==> config.mk <==
export PLATFORM = sky130hd
export DESIGN_NAME = tone_envelope
export DESIGN_NICKNAME = d
export VERILOG_FILES = /design/src/rtl/tone_env_pkg.sv /design/src/rtl/tone_env_scale.sv /design/src/rtl/tone_envelope.sv
export SDC_FILE = /design/constraint.sdc
export NUM_CORES = 1
export LEC_CHECK = 0
export ABC_AREA = 1
export CAP_MARGIN = 0
export CORE_ASPECT_RATIO = 0.6
export CORE_UTILIZATION = 58
export CTS_BUF_LIST = sky130_fd_sc_hd__clkbuf_4 sky130_fd_sc_hd__clkbuf_8 sky130_fd_sc_hd__clkbuf_16
export CTS_CLUSTER_DIAMETER = 100
export DETAILED_ROUTE_END_ITERATION = 10
export GPL_TIMING_DRIVEN = 0
export PLACE_DENSITY = 0.8
export SLEW_MARGIN = 0
export SYNTH_ARGS = -nofsm -noshare
export SYNTH_HDL_FRONTEND = slang
export SYNTH_HIERARCHICAL = 1
export SYNTH_SLANG_ARGS = --single-unit
==> constraint.sdc <==
create_clock -name CLK -period 2.69 [get_ports CLK]
set_input_delay 0.6725 -clock CLK [delete_from_list [all_inputs] [get_ports CLK]]
set_output_delay 0.6725 -clock CLK [all_outputs]
set_load 0.03 [all_outputs]
==> src/rtl/tone_env_pkg.sv <==
// Shared definitions for the tone envelope stage: state encoding, field widths
// and the release-step helper.
// Build option: TONE_ENV_EXP_RELEASE_EN selects an exponential-style release
// (subtract max(1, level>>2)) instead of a linear decrement by one.
package tone_env_pkg;

    localparam int LEVEL_W = 4;
    localparam int RATE_W  = 4;

    typedef enum logic [1:0] {
        IDLE    = 2'd0,
        ATTACK  = 2'd1,
        HOLD    = 2'd2,
        RELEASE = 2'd3
    } envState_t;

    // Next level for one release step; saturates at zero.
    function automatic logic [LEVEL_W-1:0] releaseStep(input logic [LEVEL_W-1:0] lvl);
        logic [LEVEL_W-1:0] dec;
`ifdef TONE_ENV_EXP_RELEASE_EN
        dec = lvl >> 2;
        if (dec == '0) dec = LEVEL_W'(1);
`else
        dec = LEVEL_W'(1);
`endif
        return (lvl > dec) ? (lvl - dec) : '0;
    endfunction

endpackage

==> src/rtl/tone_env_scale.sv <==
// Combinational 4x4 unsigned multiply returning the upper nibble of the
// product, i.e. sample * level / 16 rounded down.
module tone_env_scale
    import tone_env_pkg::*;
(
    input  logic [LEVEL_W-1:0] sample,
    input  logic [LEVEL_W-1:0] level,
    output logic [LEVEL_W-1:0] scaled
);

    // Zero-extend both operands so the full 8-bit product is formed before the shift.
    assign scaled = LEVEL_W'(({{LEVEL_W{1'b0}}, sample} * {{LEVEL_W{1'b0}}, level}) >> LEVEL_W);

endmodule

==> src/rtl/tone_envelope.sv <==
// Volume/envelope stage behind the tone generator: an attack/hold/release
// envelope gated by KEY scales the incoming sample.
// Build option: TONE_ENV_EXP_RELEASE_EN (see tone_env_pkg) changes the release slope.
//
//  state   | meaning
//  IDLE    | no note, LEVEL parked at 0
//  ATTACK  | LEVEL climbs one per step until it reaches VOL
//  HOLD    | LEVEL tracks VOL one step at a time
//  RELEASE | LEVEL falls per step; reaching 0 returns to IDLE
module tone_envelope
    import tone_env_pkg::*;
#(
    parameter int PRESCALE = 16
) (
    input  logic               CLK,
    input  logic               RST_C,
    input  logic [LEVEL_W-1:0] DIN,
    input  logic               VSEL,
    input  logic               RSEL,
    input  logic               KEY,
    input  logic               ENV_TICK,
    input  logic [LEVEL_W-1:0] SIN,
    output logic [LEVEL_W-1:0] DOUT,
    output logic [LEVEL_W-1:0] LEVEL,
    output logic               BUSY
);

    localparam int PRESC_W = (PRESCALE > 1) ? $clog2(PRESCALE) : 1;
    localparam logic [PRESC_W-1:0] PRESC_LAST = PRESC_W'(PRESCALE - 1);

    logic [LEVEL_W-1:0] volQ;
    logic [RATE_W-1:0]  rateQ;
    logic [PRESC_W-1:0] prescQ;
    logic [RATE_W-1:0]  rateCntQ;
    logic               keyQ;
    logic [LEVEL_W-1:0] levelQ;
    logic [LEVEL_W-1:0] levelNext;
    logic [LEVEL_W-1:0] doutQ;
    logic [LEVEL_W-1:0] scaledSample;
    envState_t          stateQ;
    envState_t          stateNext;

    logic keyRise;
    logic keyFall;
    logic keyEdge;
    logic prescWrap;
    logic step;

    assign keyRise   = KEY & ~keyQ;
    assign keyFall   = ~KEY & keyQ;
    assign keyEdge   = keyRise | keyFall;
    assign prescWrap = ENV_TICK && (prescQ == PRESC_LAST);
    // A key edge takes priority over a coincident step.
    assign step      = prescWrap && (rateCntQ == rateQ) && !keyEdge;

    // CPU-written volume and rate registers; both strobes may load together.
    always_ff @(posedge CLK or posedge RST_C) begin
        if (RST_C) begin
            volQ  <= '0;
            rateQ <= '0;
        end else begin
            if (VSEL) volQ  <= DIN;
            if (RSEL) rateQ <= DIN;
        end
    end

    // KEY history for edge detection; cleared by reset so a held key re-triggers.
    always_ff @(posedge CLK or posedge RST_C) begin
        if (RST_C) keyQ <= 1'b0;
        else       keyQ <= KEY;
    end

    // Prescaler and rate counter; any key edge restarts a full step period.
    always_ff @(posedge CLK or posedge RST_C) begin
        if (RST_C) begin
            prescQ   <= '0;
            rateCntQ <= '0;
        end else if (keyEdge) begin
            prescQ   <= '0;
            rateCntQ <= '0;
        end else if (ENV_TICK) begin
            prescQ <= prescWrap ? '0 : prescQ + 1'b1;
            if (prescWrap) rateCntQ <= (rateCntQ == rateQ) ? '0 : rateCntQ + 1'b1;
        end
    end

    // Envelope state and level registers.
    always_ff @(posedge CLK or posedge RST_C) begin
        if (RST_C) begin
            stateQ <= IDLE;
            levelQ <= '0;
        end else begin
            stateQ <= stateNext;
            levelQ <= levelNext;
        end
    end

    // Envelope next-state and level arithmetic.
    always_comb begin
        stateNext = stateQ;
        levelNext = levelQ;
        case (stateQ)
            IDLE: begin
                if (keyRise) stateNext = ATTACK;
            end
            ATTACK: begin
                if (keyFall) begin
                    stateNext = RELEASE;
                end else if (step) begin
                    // Already at or above target (e.g. VOL=0): settle in HOLD without a jump.
                    if (levelQ >= volQ) begin
                        stateNext = HOLD;
                    end else begin
                        levelNext = levelQ + 1'b1;
                        if (levelNext >= volQ) stateNext = HOLD;
                    end
                end
            end
            HOLD: begin
                if (keyFall) begin
                    stateNext = RELEASE;
                end else if (step) begin
                    if (levelQ < volQ)      levelNext = levelQ + 1'b1;
                    else if (levelQ > volQ) levelNext = levelQ - 1'b1;
                end
            end
            RELEASE: begin
                if (keyRise) begin
                    stateNext = ATTACK;
                end else if (step) begin
                    levelNext = releaseStep(levelQ);
                    if (levelNext == '0) stateNext = IDLE;
                end
            end
            default: begin
                stateNext = IDLE;
                levelNext = '0;
            end
        endcase
    end

    tone_env_scale uScale (
        .sample (SIN),
        .level  (levelQ),
        .scaled (scaledSample)
    );

    // Registered output sample, one cycle behind SIN/LEVEL.
    always_ff @(posedge CLK or posedge RST_C) begin
        if (RST_C) doutQ <= '0;
        else       doutQ <= scaledSample;
    end

    assign DOUT  = doutQ;
    assign LEVEL = levelQ;
    assign BUSY  = (stateQ != IDLE);

endmodule
# Word-level counts from Yosys, hierarchy flattened
# Cells that the tools add are included.
[op_classes] bitwise=5 muxes=28 n_eq_ne=19 n_reduce_logical=13 multipliers=1 order_cmp=5 n_addsub=4
[op_table] operator="4-bit two-way mux" n=17
[op_table] operator="2-bit two-way mux" n=9
[op_table] operator="2-bit inequality test (second input constant)" n=9
[op_table] operator="4-bit by 1-bit adder with 4-bit output (second input constant)" n=3
[op_table] operator="3-bit inequality test (second input constant)" n=4
[op_table] operator="4-bit one-hot mux with 3 select lines" n=1
[op_table] operator="9-bit AND reduction" n=1
[op_table] operator="4-bit greater-or-equal comparator" n=2
[op_table] operator="4-bit by 4-bit multiplier with 8-bit output" n=1
[op_table] operator="2-bit one-hot mux with 4 select lines" n=1
[op_table] operator="6-bit AND reduction" n=1
[op_table] operator="2-bit nonzero test" n=3
[op_table] operator="2-bit == test (second input constant)" n=2
[op_table] operator="4-bit == test" n=1
[op_table] operator="4-bit == test (second input constant)" n=1
[op_table] operator="4-bit by 1-bit greater-than comparator with 1-bit output (second input constant)" n=1
[op_table] operator="4-bit greater-than comparator" n=1
[op_table] operator="4-bit logical NOT" n=1
[op_table] operator="4-bit less-than comparator" n=1
[op_table] operator="4-bit inequality test (second input constant)" n=1
[op_table] operator="4-bit by 1-bit subtractor with 4-bit output (second input constant)" n=1
[op_table] operator="1-bit logical AND" n=3
[op_table] operator="3-bit nonzero test" n=1
[op_table] operator="1-bit AND" n=2
[op_table] operator="other kinds (6)" n=7
[totals] register_bits=27 inputBits=14 word_cells=83

# Longest topological paths before layout
# Gate-level depths: netlist of run 1.
[depth] depth_word=8 mapped_depth=16 ltp_nobuf=15

# By module
# Netlist of run 1, hierarchy kept.
[modules_own_cells] module="tone_envelope" instances=1 area_per_inst_um2=1873.0 cells_per_inst=242
[modules_own_cells] module="tone_env_scale" instances=1 area_per_inst_um2=444.2 cells_per_inst=70

# Worst setup path after synthesis of run 1
# OpenSTA, ideal clock, no wires.
[synth_timing] path_type="reg2reg" from="register levelQ[3] (netlist: LEVEL[3])" to="register doutQ[3] (netlist: DOUT[3])" n_path_buf=0 stages_incl_launch_ff=11 period_less_slack_ns=2.683 setup_time_ns=0.116 t_arrival_ns=2.566 setup_slack_ns=0.007 cell_sequence="dfrtp_1 -> nand2_1 -> fa_1 -> inv_1 -> fa_1 -> ha_1 -> a21oi_1 -> o21a_1 -> nand2_1 -> nand2_1 -> nand2_1"
[synth_via] elab_chain_len=1
[synth_rtl] element="start: declaration" line_no="tone_envelope.sv:36" text="logic [LEVEL_W-1:0] levelQ;"
[synth_rtl] element="start signal: assignment" line_no="tone_envelope.sv:94" text="levelQ <= levelNext;"
[synth_rtl] element="4-bit by 4-bit multiplier with 8-bit output" line_no="tone_env_scale.sv:12" text="assign scaled = LEVEL_W'(({{LEVEL_W{1'b0}}, sample} * {{LEVEL_W{1'b0}}, level}) >> LEVEL_W);"
[synth_rtl] element="named net scaledSample[3]" line_no="tone_envelope.sv:39" text="logic [LEVEL_W-1:0] scaledSample;"
[synth_rtl] element="end signal: assignment" line_no="tone_envelope.sv:151" text="else doutQ <= scaledSample;"
[synth_rtl] element="end: declaration" line_no="tone_envelope.sv:38" text="logic [LEVEL_W-1:0] doutQ;"
# The timed path passes the listed nets, and every way through them passes these cells.
# A chain may end at the register's enable or synchronous reset.

# Final worst setup path of run 1
# Ends and elaborated chain as after synthesis.

==> results.md, run 1 <==
* Status: complete, no violations
* # diodes at 0
* Cell Pwr Density at 936 nW/µm²
* CTS Sinks at 27
* Post-Syn Nets at ~360
* Post-synthesis xor/xnor area fraction at roughly 2.3%
* HPWL after DPL at ~3.8 mm
* Static Leak at 1.48 nW
* Worst-Margin Slew at roughly 1.0 ns
* CTS tree: yes
* Core Region at between 3000 and 4000 µm²
* Setup crit start kind: flip-flop
* Area leader, netlist: dfrtp_1
* Synth Area per Inst at between 7 and 8 µm²
* Nets@finish at between 300 and 400
* Synth unique cells at 33
* Router iterations before antenna repair at 4
* Die W at roughly 84 µm
* R2r setup slk at 0.14 ns
* Delay-heaviest family, CP: adder cells
* Synth Instances at about 310
* Non-Filler Instances at about 390
* Multiplexer area fraction after synthesis at less than 1%
* CP endpoint kind: flip-flop
* Via Count at 2021
* Slew Viols, Final at 0
* # rows at 17
* Post-Synth Simple-Gate Area at between 30% and 40%
* Period minus WS final at ~2.6 ns
* Worst Path Arrival at 2.73 ns
* Synth top area cells: dfrtp_1 (29%), ha_1 (16%), nand2_1 (15%)
* Yosys Warn Count at 6
* Final Hold Viols at 0
* Share of the synthesized area in the top cell type at 29.2%
* H-tree depth at 1
* Setup ws final at ~0.14 ns
* # DRC at 0
* Initial antenna violation count at 0
* Largest net degree at the start of global routing at 28
* Critical path buffers and inverters at 1
* Via/cell ratio at around 5.2
* Cell Area, Synth at 2320 µm²
* Post-layout util at between 70% and 80%
* # Post-CTS Setup Buffers at 0
* Clk_skew at around 0.011 ns
* Drt total wl at 4.90 mm
* Final ANT Viol Nets at 0
* Achievable frequency at 392 MHz
* Final setup fails at 0
* Die Area at between 4000 and 5000 µm²
* Setup CP Type: reg2reg
* Slew HR at 30.6%
* GRT overflow at 0
* Worst Path Required at 2.87 ns
* Crit-path cells: nand2_2, fa_1, inv_1, fa_1, ha_4, nand2_1, nor2_1, nand3_1, nand3_1, nand2_1
* Maximum vdd drop at 0.000711 V
* Total track usage at approximately a quarter
* Register area share after synthesis at between 20% and 30%
* Starting Density at between 60% and 70%
* Routed wire per std cell at 12.7 µm
* Clock tree buffer depth at 2
* Clock slew seen by the registers of the worst setup and hold paths at roughly 0.09 ns
* Clk root buf: clkbuf_8
* Synth Area in Adders at 18.3%
* RD Place Congestion at 0.905
* Post-synth EDFFs at 0
* # IOs at 23
* Crit path max fanout at 11
* # fillers at around 300
* Post-CTS Hold Buffers at 0
* Post-place setup slack at -0.601 ns
* Setup_tns at 0 ns
* Slowest cell on the critical path: fa_1
* Async SR Flop Fraction at between 90% and 100%
* Compound-Gate Fraction of Synth Area at between 8 and 9%
* Largest family of logic cells by synthesized area: simple AND/OR/NAND/NOR gates
* Placed cells at approximately 380
* First-pass GRT wire length at between 8 and 9 mm
* Initial DRC Count at just over 90
* Layout cell share with drive strength beyond 1 at between 10 and 15%
* Max-cap violation count at 0
* Die height at just over 50 µm
* Unrepaired setup endpoints after global routing: no
* Top_reg_cell synth: dfrtp_1
* Worst Hold Class: reg2reg
* Vias in the first global route at between 1.5k and 2k
* Insertion delay to the later sink of the worst-skew pair at about 0.27 ns
* CTS Buf Count at 3
* Layout area overhead at 15.6%
* Fin crit share at a little over nine tenths
* Slowest stage delay, CP at 0.54 ns
* Tot Pwr at between 2 and 3 mW
* FF+latch count, synth at 27
* Port bufs at 22
tightest hold or removal path, stage by stage (launching register included):
cell	delay (ns)
dfrtp_1	0.37
nand2_1	0.07
nand2_1	0.05
timing repair:
| action | in CTS | in global routing |
|---|---|---|
| endpoints found under the setup margin | 4 | 2 |
| pin swaps | 2 | 5 |
| gates resized for setup | 7 | 10 |
per-stage QoR:
step	cell area, µm²	hold slack [ns]
after detailed placement	2600	0.505
after global placement	2600	0.490
after CTS	2680	0.525
final	2680	0.515
after floorplan	2320	0.468
after global routing	2680	0.563
area by class of cell:
class	instances	area (µm²)	area share, %
Multi-Input combinational cell	225	1450	54.2
Sequential cell	27	678	25.3
Tap cell	47	58.8	2.20
Clock buffer	4	48.8	1.82
Timing Repair Buffer	22	208	7.75
Buffer	2	16.3	0.607
Inverter	58	218	8.13
synthesized netlist by cell type (all sizes together) (3+ instances only):
cell	count
a21oi	15
dfrtp	27
fa	3
ha	29
inv	56
nand2	100
nand3	18
nand4	8
nor2	25
o21ai	10
o21bai	3
xor2	5
registers in the layout, summed over array words and instances, names as in the netlist:
register / flops
rateCntQ: 4
DOUT: 4
keyQ: 1
LEVEL: 4
rateQ: 4
prescQ: 4
volQ: 4
stateQ: 2
cells by family after synthesis:
group                    Yosys count
AO/OA/AOI/OAI                     33
XOR/XNOR                           6
adder cells (fa/ha/maj)           32
buffers and inverters             60
flip-flops                        27
multiplexers                       1
AND/OR/NAND/NOR                  153
worst paths after layout:
kind,from,to,cells after the start
max in group asynchronous,RST_C,LEVEL[3]$_DFFE_PP0P_,2
min in group asynchronous,RST_C,DOUT[2]$_DFF_PP0_,2
worst min-delay path,prescQ[1]$_DFFE_PP0P_,prescQ[1]$_DFFE_PP0P_,2
worst min register to register,prescQ[1]$_DFFE_PP0P_,prescQ[1]$_DFFE_PP0P_,2
worst max register to register,LEVEL[3]$_DFFE_PP0P_,DOUT[3]$_DFF_PP0_,10
worst max-delay path,LEVEL[3]$_DFFE_PP0P_,DOUT[3]$_DFF_PP0_,10
layer usage:
metal	routed length, µm	GRT usage, %	vias to the layer above	part of all wire (%)
met5	0	0	-	0
met4	20	3.39	0	0.41
met3	273	4.68	4	5.6
met2	2280	43.8	53	47
met1	2330	34.0	933	47
li1	-	-	1031	-
cells in the final DEF, fill, tap and decap left out, types with 3 or more instances in the layout:
cell type,synthesis,routed
nand2_1,92,91
inv_1,55,55
ha_1,29,26
dfrtp_1,27,25
nor2_1,19,19
clkdlybuf4s50_1,0,18
nand3_1,15,15
a21oi_1,14,13
o21ai_0,10,10
nand4_1,7,7
nand2_2,5,6
xor2_1,5,5
nand2_4,3,3
nor2_4,3,3
nor2_2,3,3
clkbuf_8,0,3
clkbuf_2,0,3
fa_1,3,3
ha_4,0,3
report_power, final:
part	internal (mW)	total (mW)	leakage, nW	switching (mW)
sequential	0.497	0.617	0.343	0.120
combinational	0.656	1.65	1.11	0.994
clock	0.116	0.240	0.0262	0.124
Note: power is estimated with default switching activity, not from simulation.
==> run 2: changes to the inputs <==
Settings changed: ABC_CLOCK_PERIOD_IN_PS set to 3100, CORE_UTILIZATION 58 to 60, PLACE_DENSITY 0.8 to 0.82, SETUP_SLACK_MARGIN set to 0.1.
Clock period 2.69 ns to 3.1 ns, I/O delays scaled along.
==> run 2 against run 1 <==
  * Hold slack improved by 0.012 ns
  * Sequential cell count did not move
  * Die area fell by 3.2%
  * Register-to-register slack improved by 0.40 ns
  * Clock power fell by 15%
  * Worst setup slack improved by 0.19 ns
  * Via count fell by 2.1%
  * Global-route usage rose by 0.38 points
==> results.md, run 2 (same netlist as run 1, synthesis figures left out) <==
* Status: complete, no violations
* Worst Path Arrival at between 2 and 3 ns
* CTS Sinks at 27
* Slowest cell on the critical path: clkdlybuf4s50_1
* R2r setup slk at about 0.54 ns
* Static Leak at ~1.5 nW
* Clock slew seen by the registers of the worst setup and hold paths at roughly 0.10 ns
* Die height at approximately 50 µm
* # diodes at 0
* GRT overflow at 0
* Port bufs at 22
* Reg-to-reg startpoint: LEVEL[3]$_DFFE_PP0P_
* RD Place Congestion at 0.924
* Initial antenna violation count at 0
* Worst-Margin Slew at about 1.0 ns
* Hold_ws at 0.528 ns
* Largest net degree at the start of global routing at 28
* Router iterations before antenna repair at 4
* Crit-path cells: clkdlybuf4s50_1, nand2_1, inv_1, fa_1, ha_1, ha_4, a21oi_2, o21a_1, nand2_1, nand2_1, nand2_1
* Post-CTS Hold Buffers at 0
* # rows at 17
* Hold Path Cell Cnt at 2
* Fin crit share at between 80% and 90%
* Tot Pwr at ~2.1 mW
* Via Count at 1979
* Delay-heaviest family, CP: adder cells
* # DRC at 0
* Slowest stage delay, CP at around 0.53 ns
* Unrepaired setup endpoints after global routing: no
* Routed wire per std cell at 12.0 µm
* Clk_skew at roughly 0.0042 ns
* Slew HR at between 30% and 40%
* Layout area overhead at 15.6%
* Die W at ~82 µm
* Achievable frequency at roughly 360 MHz
* Hold Crit Start: prescQ[1]$_DFFE_PP0P_
* Drt total wl at roughly 4.6 mm
* # fillers at ~300
* Setup CP Type: in2reg
* Nets@finish at just under 400
* Register-to-Register Path Depth at 10
* Final setup fails at 0
* Crit Reg-Reg Endpoint: DOUT[3]$_DFF_PP0_
* Clk root buf: clkbuf_8
* First-pass GRT wire length at approximately 7.9 mm
* Post-layout util at between 70% and 80%
* # IOs at 23
* Most used cell, CP: nand2_1
* Period minus WS final at 2.77 ns
* Final Hold Viols at 0
* Setup crit start kind: input pin
* Slew Viols, Final at 0
* Total track usage at between 20% and 30%
* Clock tree buffer depth at 2
* CP endpoint kind: flip-flop
* Die Area at slightly above 4000 µm²
* H-tree depth at 1
* Vias in the first global route at around 1.8k
* Worst Hold Class: reg2reg
* Hold endpoint: prescQ[1]$_DFFE_PP0P_
* HPWL after DPL at approximately 3.6 mm
* Commonest non-fill, non-tap cell in the layout: nand2_1
* Non-Filler Instances at approximately 390
* Maximum vdd drop at approximately 0.00063 V
* CTS Buf Count at 3
* Max-cap violation count at 0
* Layout cell share with drive strength beyond 1 at 9.17%
* Core Region at 3680 µm²
* Initial DRC Count at between 100 and 150
* CTS tree: yes
* Via/cell ratio at around 5.1
* Starting Density at a little over three fifths
* Insertion delay to the later sink of the worst-skew pair at approximately 0.28 ns
* Critical path buffers and inverters at 2
* Worst Path Required at 3.28 ns
* Placed cells at 381
* Final ANT Viol Nets at 0
* Setup_tns at 0 ns
* Crit path max fanout at 5
* Cell Pwr Density at between 700 and 800 nW/µm²
* Most frequent cells in the layout: nand2_1 (92), inv_1 (55), dfrtp_1 (27), ha_1 (27)
[run 2: cell types whose count changed in the layout (fill, tap and decap cells not counted), sizes merged]
cell and delta:
clkbuf -4, clkinv +1, dlymetal6s2s +2, clkdlybuf4s50 +1
[run 2: area by class of cell]
type	count	area [µm²]	share of cell area (%)
repair buffers	22	228	8.50
clock buffers	3	41.3	1.54
multi-input cells	225	1440	53.6
flip-flops and latches	27	676	25.2
clock inverters	1	5.00	0.187
inverters	58	218	8.13
well taps	47	58.8	2.20
plain buffers	2	16.3	0.607
[run 2: worst max-delay path by stage]
stage	cells after the start	startpoint	end	slack (ns)
after detailed placement	11	SIN[0]	DOUT[3]$_DFF_PP0_	-0.27
after floorplan	10	SIN[0]	DOUT[3]$_DFF_PP0_	0.36
after global routing	11	SIN[3]	DOUT[3]$_DFF_PP0_	0.24
after CTS	11	SIN[0]	DOUT[3]$_DFF_PP0_	0.10
final	11	SIN[3]	DOUT[3]$_DFF_PP0_	0.33
after global placement	11	SIN[0]	DOUT[3]$_DFF_PP0_	-0.26
[run 2: timing repair]
action	4_1_cts	5_1_grt
setup endpoints to repair	2	2
resized for setup	3	3
setup buffers	0	0
pin swaps	1	1
[run 2: tightest hold or removal path: stages (launching register included)]
cell and delay (ns):
dfrtp_1 0.38, nand2_1 0.06, nand2_1 0.05
[run 2: routing by layer]
layer  wire length, µm  track usage, %  part of all wire (%)
met4                56            6.14                   1.2
met1              2380            36.8                    52
met3               282            4.55                   6.1
met2              1900            39.7                    41
met5                 0               0                     0
[run 2: through the flow]
stage | area, µm² | setup WS (ns)
floorplan | 2320 | 0.361
global placement | 2600 | -0.261
detailed placement | 2600 | -0.268
CTS | 2670 | 0.102
global route | 2680 | 0.244
finish | 2680 | 0.333
[run 2: power by group]
part	switching, mW	total, mW	internal (mW)
sequential	0.101	0.529	0.428
clock	0.115	0.205	0.0903
combinational	0.836	1.39	0.555
==> run 3: changes to the inputs <==
Settings changed: CTS_BUF_LIST sky130_fd_sc_hd__clkbuf_4 sky130_fd_sc_hd__clkbuf_8 sky130_fd_sc_hd__clkbuf_16 to sky130_fd_sc_hd__clkbuf_8.
==> results of run 3 <==
Same layout as run 2: the final DEF is identical, and so are final timing and power.
